--- config.mk ---
export PLATFORM = sky130hd
export DESIGN_NAME = uart_packet_framer
export DESIGN_NICKNAME = d
export VERILOG_FILES = /design/src/rtl/uart_packet_framer_pkg.sv /design/src/rtl/uart_packet_framer_timer.sv /design/src/rtl/uart_packet_framer.sv
export SDC_FILE = /design/constraint.sdc
export NUM_CORES = 1
export LEC_CHECK = 0
export BUFFER_PORTS_ARGS = -buffer_cell sky130_fd_sc_hd__buf_2
export CAP_MARGIN = 20
export CORE_MARGIN = 2
export CORE_UTILIZATION = 28
export CTS_CLUSTER_SIZE = 30
export DETAILED_ROUTE_END_ITERATION = 10
export GPL_ROUTABILITY_DRIVEN = 0
export GPL_TIMING_DRIVEN = 0
export PLACE_DENSITY = 0.5
export SLEW_MARGIN = 20
export SYNTH_ARGS = -nofsm -noshare
export SYNTH_HDL_FRONTEND = slang
export SYNTH_SLANG_ARGS = --single-unit
--- constraint.sdc ---
create_clock -name ipClk -period 6.2 [get_ports ipClk]
set_input_delay 1.24 -clock ipClk [delete_from_list [all_inputs] [get_ports ipClk]]
set_output_delay 1.24 -clock ipClk [all_outputs]
set_load 0.01 [all_outputs]
--- src/rtl/uart_packet_framer_pkg.sv ---
// Types and constants shared by the UART framer and the register write/read controllers.
package Structures;

  localparam logic [7:0] SYNC_BYTE_DEFAULT = 8'h55;

  typedef struct packed {
    logic [7:0] Source;
    logic [7:0] Destination;
    logic [7:0] Length;
    logic [7:0] Data;
    logic       SoP;
    logic       EoP;
    logic       Valid;
  } UART_PACKET;

endpackage

--- src/rtl/uart_packet_framer_timer.sv ---
// Inter-byte watchdog: counts enabled, uncleared cycles and pulses expire on the TIMEOUT_CYCLES-th one.
module uart_timeout_timer #(
  parameter int TIMEOUT_CYCLES = 100000
) (
  input  logic clk,
  input  logic rst,
  input  logic clear,
  input  logic enable,
  output logic expire
);

  localparam int CW = $clog2(TIMEOUT_CYCLES + 1);
  localparam logic [CW-1:0] LAST = CW'(TIMEOUT_CYCLES - 1);

  logic [CW-1:0] count;

  // A clear in the expiring cycle suppresses the pulse, so a late byte still wins.
  assign expire = enable && !clear && (count == LAST);

  always_ff @(posedge clk or posedge rst) begin
    if (rst)                          count <= '0;
    else if (clear || !enable || expire) count <= '0;
    else                              count <= count + CW'(1);
  end

endmodule

--- src/rtl/uart_packet_framer.sv ---
// Parses SYNC/Dest/Src/Len/payload byte frames from the UART receiver into registered UART_PACKET beats.
module uart_packet_framer
  import Structures::*;
#(
  parameter logic [7:0] SYNC_BYTE      = SYNC_BYTE_DEFAULT,
  parameter int         MAX_LENGTH     = 8,
  parameter int         TIMEOUT_CYCLES = 100000
) (
  input  logic        ipClk,
  input  logic        ipReset,
  input  logic [7:0]  ipRxData,
  input  logic        ipRxValid,
  output UART_PACKET  opRxStream,
  output logic        opError,
  output logic [15:0] opFrameCount
);

  typedef enum logic [2:0] {IDLE, GET_DEST, GET_SRC, GET_LEN, GET_DATA} state_t;

  localparam logic [7:0] MAX_LEN = 8'(MAX_LENGTH);

  state_t     state, state_next;
  UART_PACKET stream_next;
  logic       error_next;
  logic [15:0] count_next;
  logic [7:0] byte_cnt, byte_cnt_next;
  logic       expire;
  logic       last_beat;

  uart_timeout_timer #(.TIMEOUT_CYCLES(TIMEOUT_CYCLES)) u_timer (
    .clk    (ipClk),
    .rst    (ipReset),
    .clear  (ipRxValid),
    .enable (state != IDLE),
    .expire (expire)
  );

  assign last_beat = (byte_cnt == opRxStream.Length - 8'd1);

  always_ff @(posedge ipClk or posedge ipReset) begin
    if (ipReset) begin
      state        <= IDLE;
      opRxStream   <= '0;
      opError      <= 1'b0;
      opFrameCount <= '0;
      byte_cnt     <= '0;
    end else begin
      state        <= state_next;
      opRxStream   <= stream_next;
      opError      <= error_next;
      opFrameCount <= count_next;
      byte_cnt     <= byte_cnt_next;
    end
  end

  always_comb begin
    state_next        = state;
    stream_next       = opRxStream;
    stream_next.Valid = 1'b0;
    stream_next.SoP   = 1'b0;
    stream_next.EoP   = 1'b0;
    error_next        = 1'b0;
    count_next        = opFrameCount;
    byte_cnt_next     = byte_cnt;
    if (expire) begin
      // Abandon the frame without an EoP; downstream resyncs on the next SoP.
      error_next = 1'b1;
      state_next = IDLE;
    end else if (ipRxValid) begin
      unique case (state)
        IDLE: begin
          if (ipRxData == SYNC_BYTE) state_next = GET_DEST;
        end
        GET_DEST: begin
          stream_next.Destination = ipRxData;
          state_next              = GET_SRC;
        end
        GET_SRC: begin
          stream_next.Source = ipRxData;
          state_next         = GET_LEN;
        end
        GET_LEN: begin
          stream_next.Length = ipRxData;
          byte_cnt_next      = '0;
          if (ipRxData == 8'd0 || ipRxData > MAX_LEN) begin
            error_next = 1'b1;
            state_next = IDLE;
          end else begin
            state_next = GET_DATA;
          end
        end
        GET_DATA: begin
          stream_next.Valid = 1'b1;
          stream_next.Data  = ipRxData;
          stream_next.SoP   = (byte_cnt == 8'd0);
          stream_next.EoP   = last_beat;
          byte_cnt_next     = byte_cnt + 8'd1;
          if (last_beat) begin
            count_next = opFrameCount + 16'd1;
            state_next = IDLE;
          end
        end
        default: state_next = IDLE;
      endcase
    end
  end

endmodule
# == Word level (Yosys, flattened, before mapping) ==
# Index checks and enable logic that the tools add are counted.
# totals
register_bits,80
inputBits,11
out_inout_bits,52
wordCells,62
# classes
add_sub_neg,4
n_lt_le_gt_ge,1
eq_ne,9
n_mux,15
bitwise_logic,1
reduce_logical,20
# op_table
cell,count
two-way mux 3 bit,8
AND reduction 3 bit,6
"adder 17 x 1 -> 17 bit, second input constant",1
"equality test 17 bit, second input constant",1
two-way mux 17 bit,1
"adder 16 x 1 -> 16 bit, second input constant",1
logical NOT 8 bit,2
one-hot mux 8 bit (2 select lines),1
one-hot mux 3 bit (5 select lines),1
"adder 8 x 1 -> 8 bit, second input constant",1
"equality test 8 x 7 -> 1 bit, second input constant",1
equality test 8 bit,1
"> comparator 8 x 4 -> 1 bit, second input constant",1
"subtractor 8 x 1 -> 8 bit, second input constant",1
"equality test 3 x 2 -> 1 bit, second input constant",2
"!= test 3 x 2 -> 1 bit, second input constant",2
two-way mux 1 bit,4
AND reduction 4 bit,1
nonzero test 2 bit,2
"equality test 3 x 1 -> 1 bit, second input constant",1
"equality test 3 bit, second input constant",1
logical NOT 3 bit,1
logical OR 1 bit,3
nonzero test 3 bit,1
other kinds (3),5

# == Longest topological paths before layout ==
# depth
ltp_word,6
depth_mapped,10
depth_no_buf,8

# == By module ==
# A second synthesis with hierarchy kept.
# unflattened
cells_unflattened,353
area_unflattened_um2,3823.7
# modules_own_cells
mod,n_inst,cells_per_inst,area_per_inst_um2,seq_area_each_um2
uart_packet_framer,1,264,2946.6,1576.5
uart_timeout_timer,1,89,877.1,425.4

# == Worst setup path before layout ==
# OpenSTA, ideal clock, no wires.
# synth_timing
path_type,input to register
start,input port ipRxValid
end,register opRxStream[10] (netlist name)
setup_ps,125
arrival_ps,2521
t_required_ps,6075
slack_ps,3554
path_stages,5
n_path_buf,2
path_cell_list,nand2b_1 -> nor3b_1 -> clkbuf_1 -> buf_1 -> mux2_2
# synth_between
elab_chain_len,5
# synth_rtl
item,line,text
"start, declared",uart_packet_framer.sv:12,"input logic ipRxValid,"
logical NOT 1 bit,uart_packet_framer_timer.sv:18,assign expire = enable && !clear && (count == LAST);
logical AND 1 bit (2 in a row),uart_packet_framer_timer.sv:18,
NOT 1 bit (no line),-,
AND reduction 3 bit (no line) *,-,
"end signal, assigned",uart_packet_framer.sv:49,opRxStream <= stream_next;
"end, declared",uart_packet_framer.sv:13,"output UART_PACKET opRxStream,"
# Every way passes the cells marked *; elsewhere a longest branch is shown, timed or not.
# A chain may end at the register's enable or synchronous reset.

==> impl_summary.log <==
INFO  metric die_area = around 0.014 mm^2
INFO  metric diodes = 0
INFO  metric layout.cells.most_common_list = 80 x sky130_fd_sc_hd__dfrtp_1, 63 x sky130_fd_sc_hd__buf_2, 39 x sky130_fd_sc_hd__nor2_1
INFO  metric total_setup_buffers_inserted_after_cts = 0
INFO  metric numClockSinks = 80
INFO  metric count_of_flip_flops_with_a_built_in_enable_after_synthesis = 0
INFO  metric worst_flop_to_flop_path_endpoint = opFrameCount[1]
INFO  metric first_global_vias = 2,724
INFO  metric finish.net_count = 419
INFO  metric remaining_drc_errors = 0
INFO  metric drv_cap = 0
INFO  metric die_height = 120.2 um
INFO  metric clk_latency = between 0.3 and 0.4 ns
INFO  metric final-max-slew-violation-count = 0
INFO  metric postSynthCellCount = 329
INFO  metric worst_path_largest_cell_delay = 0.48 ns
INFO  metric synth_area = 0.003779 mm^2
INFO  metric grt_setup_unrepaired = no
INFO  metric cts.clk_slew.worst_paths = 0.06 ns
INFO  metric multiInputGateArea = 0.001689 mm^2
INFO  metric p_leak = ~2.1 nW
INFO  metric hold_depth = 1
INFO  metric vdd_drop_max = 0.2070 mV
INFO  metric power_density = 379.5 mW/mm^2
INFO  metric filler_cell_count = between 1,000 and 1,500
INFO  metric route.vias.total = 2,706
INFO  metric yosysWarnings = 0
INFO  metric synthFlopType = sky130_fd_sc_hd__dfrtp_1
INFO  metric timing.reg2reg.worst_path_depth = 8
INFO  metric yosysSeqAreaShare = 52.98%
INFO  metric grt_antenna_before_repair = 0
INFO  metric yosys.cell_types.count = 43
INFO  metric holdCritStartpoint = opFrameCount[15]
INFO  metric gr-usage-all-layers = 12.77%
INFO  metric critical_path_buf_inv_count = 3
INFO  metric cts_tree = done
INFO  metric setup_violations = 0
INFO  metric critical_path.slowest_cell = sky130_fd_sc_hd__buf_1
INFO  metric period_needed = 3.090 ns
INFO  metric pin_count_of_the_biggest_net_entering_global_routing = 54
INFO  metric cts_max_path_buffers = 2
INFO  metric holdWs = 0.4658 ns
INFO  metric drt_iter0_drc = 139
INFO  metric area_growth_syn_to_layout = 22.45%
INFO  metric synthesis_stage_register_bit_count = 80
INFO  metric postLayoutSetupSlackWorst = ~3.1 ns
INFO  metric cts_resized = 0
INFO  metric route.final.wire_length = approximately 8400 um
INFO  metric tightest_slew = about 0.76 ns
INFO  metric hold_path.class = reg2reg
INFO  metric firstDrtPassIters = 5
INFO  metric net_count_after_synthesis = 345
INFO  metric holdBufCountCts = 0
INFO  metric core_region = 0.01319 mm^2
INFO  metric setup.worst_path.end_class = register
INFO  metric most_common_cell_after_layout_fill_and_taps_aside = sky130_fd_sc_hd__dfrtp_1
INFO  metric grt_remaining_overflow = 0
INFO  metric final_antenna_net_count = 0
INFO  metric synth.avg_cell_area = around 11 um^2
INFO  metric worst-r2r-setup-slack = 3.59 ns
INFO  metric dpl.hpwl = 5998 um
INFO  metric drive_gt1_share = roughly 30%
INFO  metric clock_skew = 0.007928 ns
INFO  metric totalNegativeSetupSlack = 0 ns
INFO  metric initial_utilization = between 20 and 30%
INFO  metric cp.required = ~6.4 ns
INFO  metric worstSetupPathType = in2reg
INFO  metric timing.critical_path.arrival = roughly 3.3 ns
INFO  metric first_pass_grt_wire_length = 14,440 um
INFO  metric run_status = finished clean
INFO  metric worst_path_dominant_cell_family = buffers and inverters
INFO  metric synth-xor-area-share = 11.13%
INFO  metric die_width = 120.2 um
INFO  metric timing.fmax = approximately 0.32 GHz
INFO  metric row_count = 42
INFO  metric wl_per_cell = 14.44 um
INFO  metric port-buffer-count = just over 60
INFO  metric synth-simple-area-share = 18.71%
INFO  metric synth.area.mux_share = 9.338%
INFO  metric async_flop_share = between 90% and 100%
INFO  metric timing.final.crit_share = 49.84%
INFO  metric critPathMaxFanout = 10
INFO  metric ioPinCount = 63
INFO  metric cts_h_tree_depth = 3
INFO  metric critical_path.startpoint_type = input pin
INFO  metric post-place-ws = 2.695 ns
INFO  metric timing.slew.headroom = 49.24%
INFO  metric endpoint_of_the_worst_hold_path = opFrameCount[15]
INFO  metric clockRootBuffer = sky130_fd_sc_hd__clkbuf_16
INFO  metric drt-vias-per-instance = between 4 and 5
INFO  metric final_hold_viol_count = 0
INFO  metric crit_chain = buf_2 -> nand2b_1 -> nor3b_1 -> clkbuf_1 -> buf_1 -> nand4_1 -> nor4_1
INFO  metric cts_inserted_buffers = 9
INFO  metric largest_family_of_logic_cells_by_synthesized_area = simple AND/OR/NAND/NOR gates
INFO  metric synth_compound_gate_area_share = 3.742%
INFO  metric adder_and_majority_gate_portion_of_the_synthesized_area = 1.656%
INFO  metric seq_area = between 0.002 and 0.0025 mm^2
INFO  metric r2r-start = opRxStream[11]
[through the flow]
step                      power, mW  instances  instance area (um^2)  utilization, %
after floorplan               1.073        329                  3779               -
after global placement        1.257        567                  4309           32.67
after detailed placement      1.274        568                  4344           32.93
after CTS                     1.788        584                  4627           35.08
after global routing          1.877        584                  4627           35.08
final                         1.756        584                  4627           35.08
[per-layer routing]
metal  vias to the layer above  track usage [%]  wire (um)
met5                         -                0          0
li1                       1309                -          -
met3                         6            3.491        295
met1                      1346            18.25       4119
met4                         0            4.485         94
met2                        45            18.54       3924
[worst register-to-register path, delay by kind of cell (launching register included)]
family	cells	cell delay [ns]
muxes	1	0.33
and+or+nand+nor	2	0.42
buffers and inverters	1	0.08
xor gates and xnor gates	1	0.13
DFF	1	0.43
AOI/OAI and AO/OA	2	0.78
adders and majority gates	1	0.30
[cells by family (layout without fill, tap and decap cells)]
group           after synthesis  count (layout)
flops                        80              80
simple gates                131             131
xor+xnor                     48              48
mux                          31              31
fa+ha+maj                     5               5
buf+inv                      18              97
compound gates               16              16
[report_power, final]
group / internal (mW) / switching [mW] / leakage [nW]
registers: 0.628 / 0.103 / 1.06
clock network: 0.285 / 0.218 / 0.129
logic: 0.239 / 0.284 / 0.936
[cell usage after synthesis, types with 2 or more instances]
| library cell | instances | area share, % |
|---|---|---|
| sky130_fd_sc_hd__nor3_1 | 7 | 0.93 |
| sky130_fd_sc_hd__o21ai_0 | 4 | 0.53 |
| sky130_fd_sc_hd__clkbuf_1 | 5 | 0.50 |
| sky130_fd_sc_hd__mux2_2 | 30 | 8.9 |
| sky130_fd_sc_hd__nand4_1 | 20 | 3.3 |
| sky130_fd_sc_hd__xor2_1 | 19 | 4.4 |
| sky130_fd_sc_hd__nor2_1 | 39 | 3.9 |
| sky130_fd_sc_hd__nand3b_1 | 2 | 0.40 |
| sky130_fd_sc_hd__inv_1 | 8 | 0.79 |
| sky130_fd_sc_hd__ha_1 | 5 | 1.7 |
| sky130_fd_sc_hd__and2_1 | 2 | 0.33 |
| sky130_fd_sc_hd__dfrtp_1 | 80 | 53 |
| sky130_fd_sc_hd__nand2b_1 | 3 | 0.50 |
| sky130_fd_sc_hd__nor4_1 | 4 | 0.66 |
| sky130_fd_sc_hd__and4_1 | 4 | 0.93 |
| sky130_fd_sc_hd__and3_1 | 14 | 2.3 |
| sky130_fd_sc_hd__nand2_1 | 14 | 1.4 |
| sky130_fd_sc_hd__a22o_1 | 2 | 0.46 |
| sky130_fd_sc_hd__nand3_1 | 13 | 1.7 |
| sky130_fd_sc_hd__nand4b_1 | 2 | 0.46 |
| sky130_fd_sc_hd__buf_1 | 2 | 0.20 |
| sky130_fd_sc_hd__xnor2_1 | 29 | 6.7 |
[cell type report]
type	instances	share of cell area, %
buffer	10	1.352
clock buffer	11	5.246
clock inverter	5	0.8653
inverter	8	0.7031
multi-input combinational	231	36.51
sequential	80	43.27
tap	176	4.759
timing repair buffer	63	7.301
[worst max-delay path by stage]
stage          depth (start not counted)            end       from  slack [ns]
3_3_place_gp                           2  opRxStream[3]    ipReset        1.82
4_1_cts                                6  opRxStream[7]  ipRxValid        3.05
3_5_place_dp                           7  opRxStream[2]  ipRxValid        2.69
6_report                               7  opRxStream[2]  ipRxValid        3.11
2_1_floorplan                          1    byte_cnt[0]    ipReset        2.91
5_1_grt                                7  opRxStream[2]  ipRxValid        2.86
[state kept, by name, summed over array words and instances (netlist names)]
| name | flops |
|---|---|
| byte_cnt | 8 |
| opError | 1 |
| u_timer.count | 17 |
| state | 3 |
| opRxStream | 35 |
| opFrameCount | 16 |
Note: power is estimated with default switching activity, not from simulation.
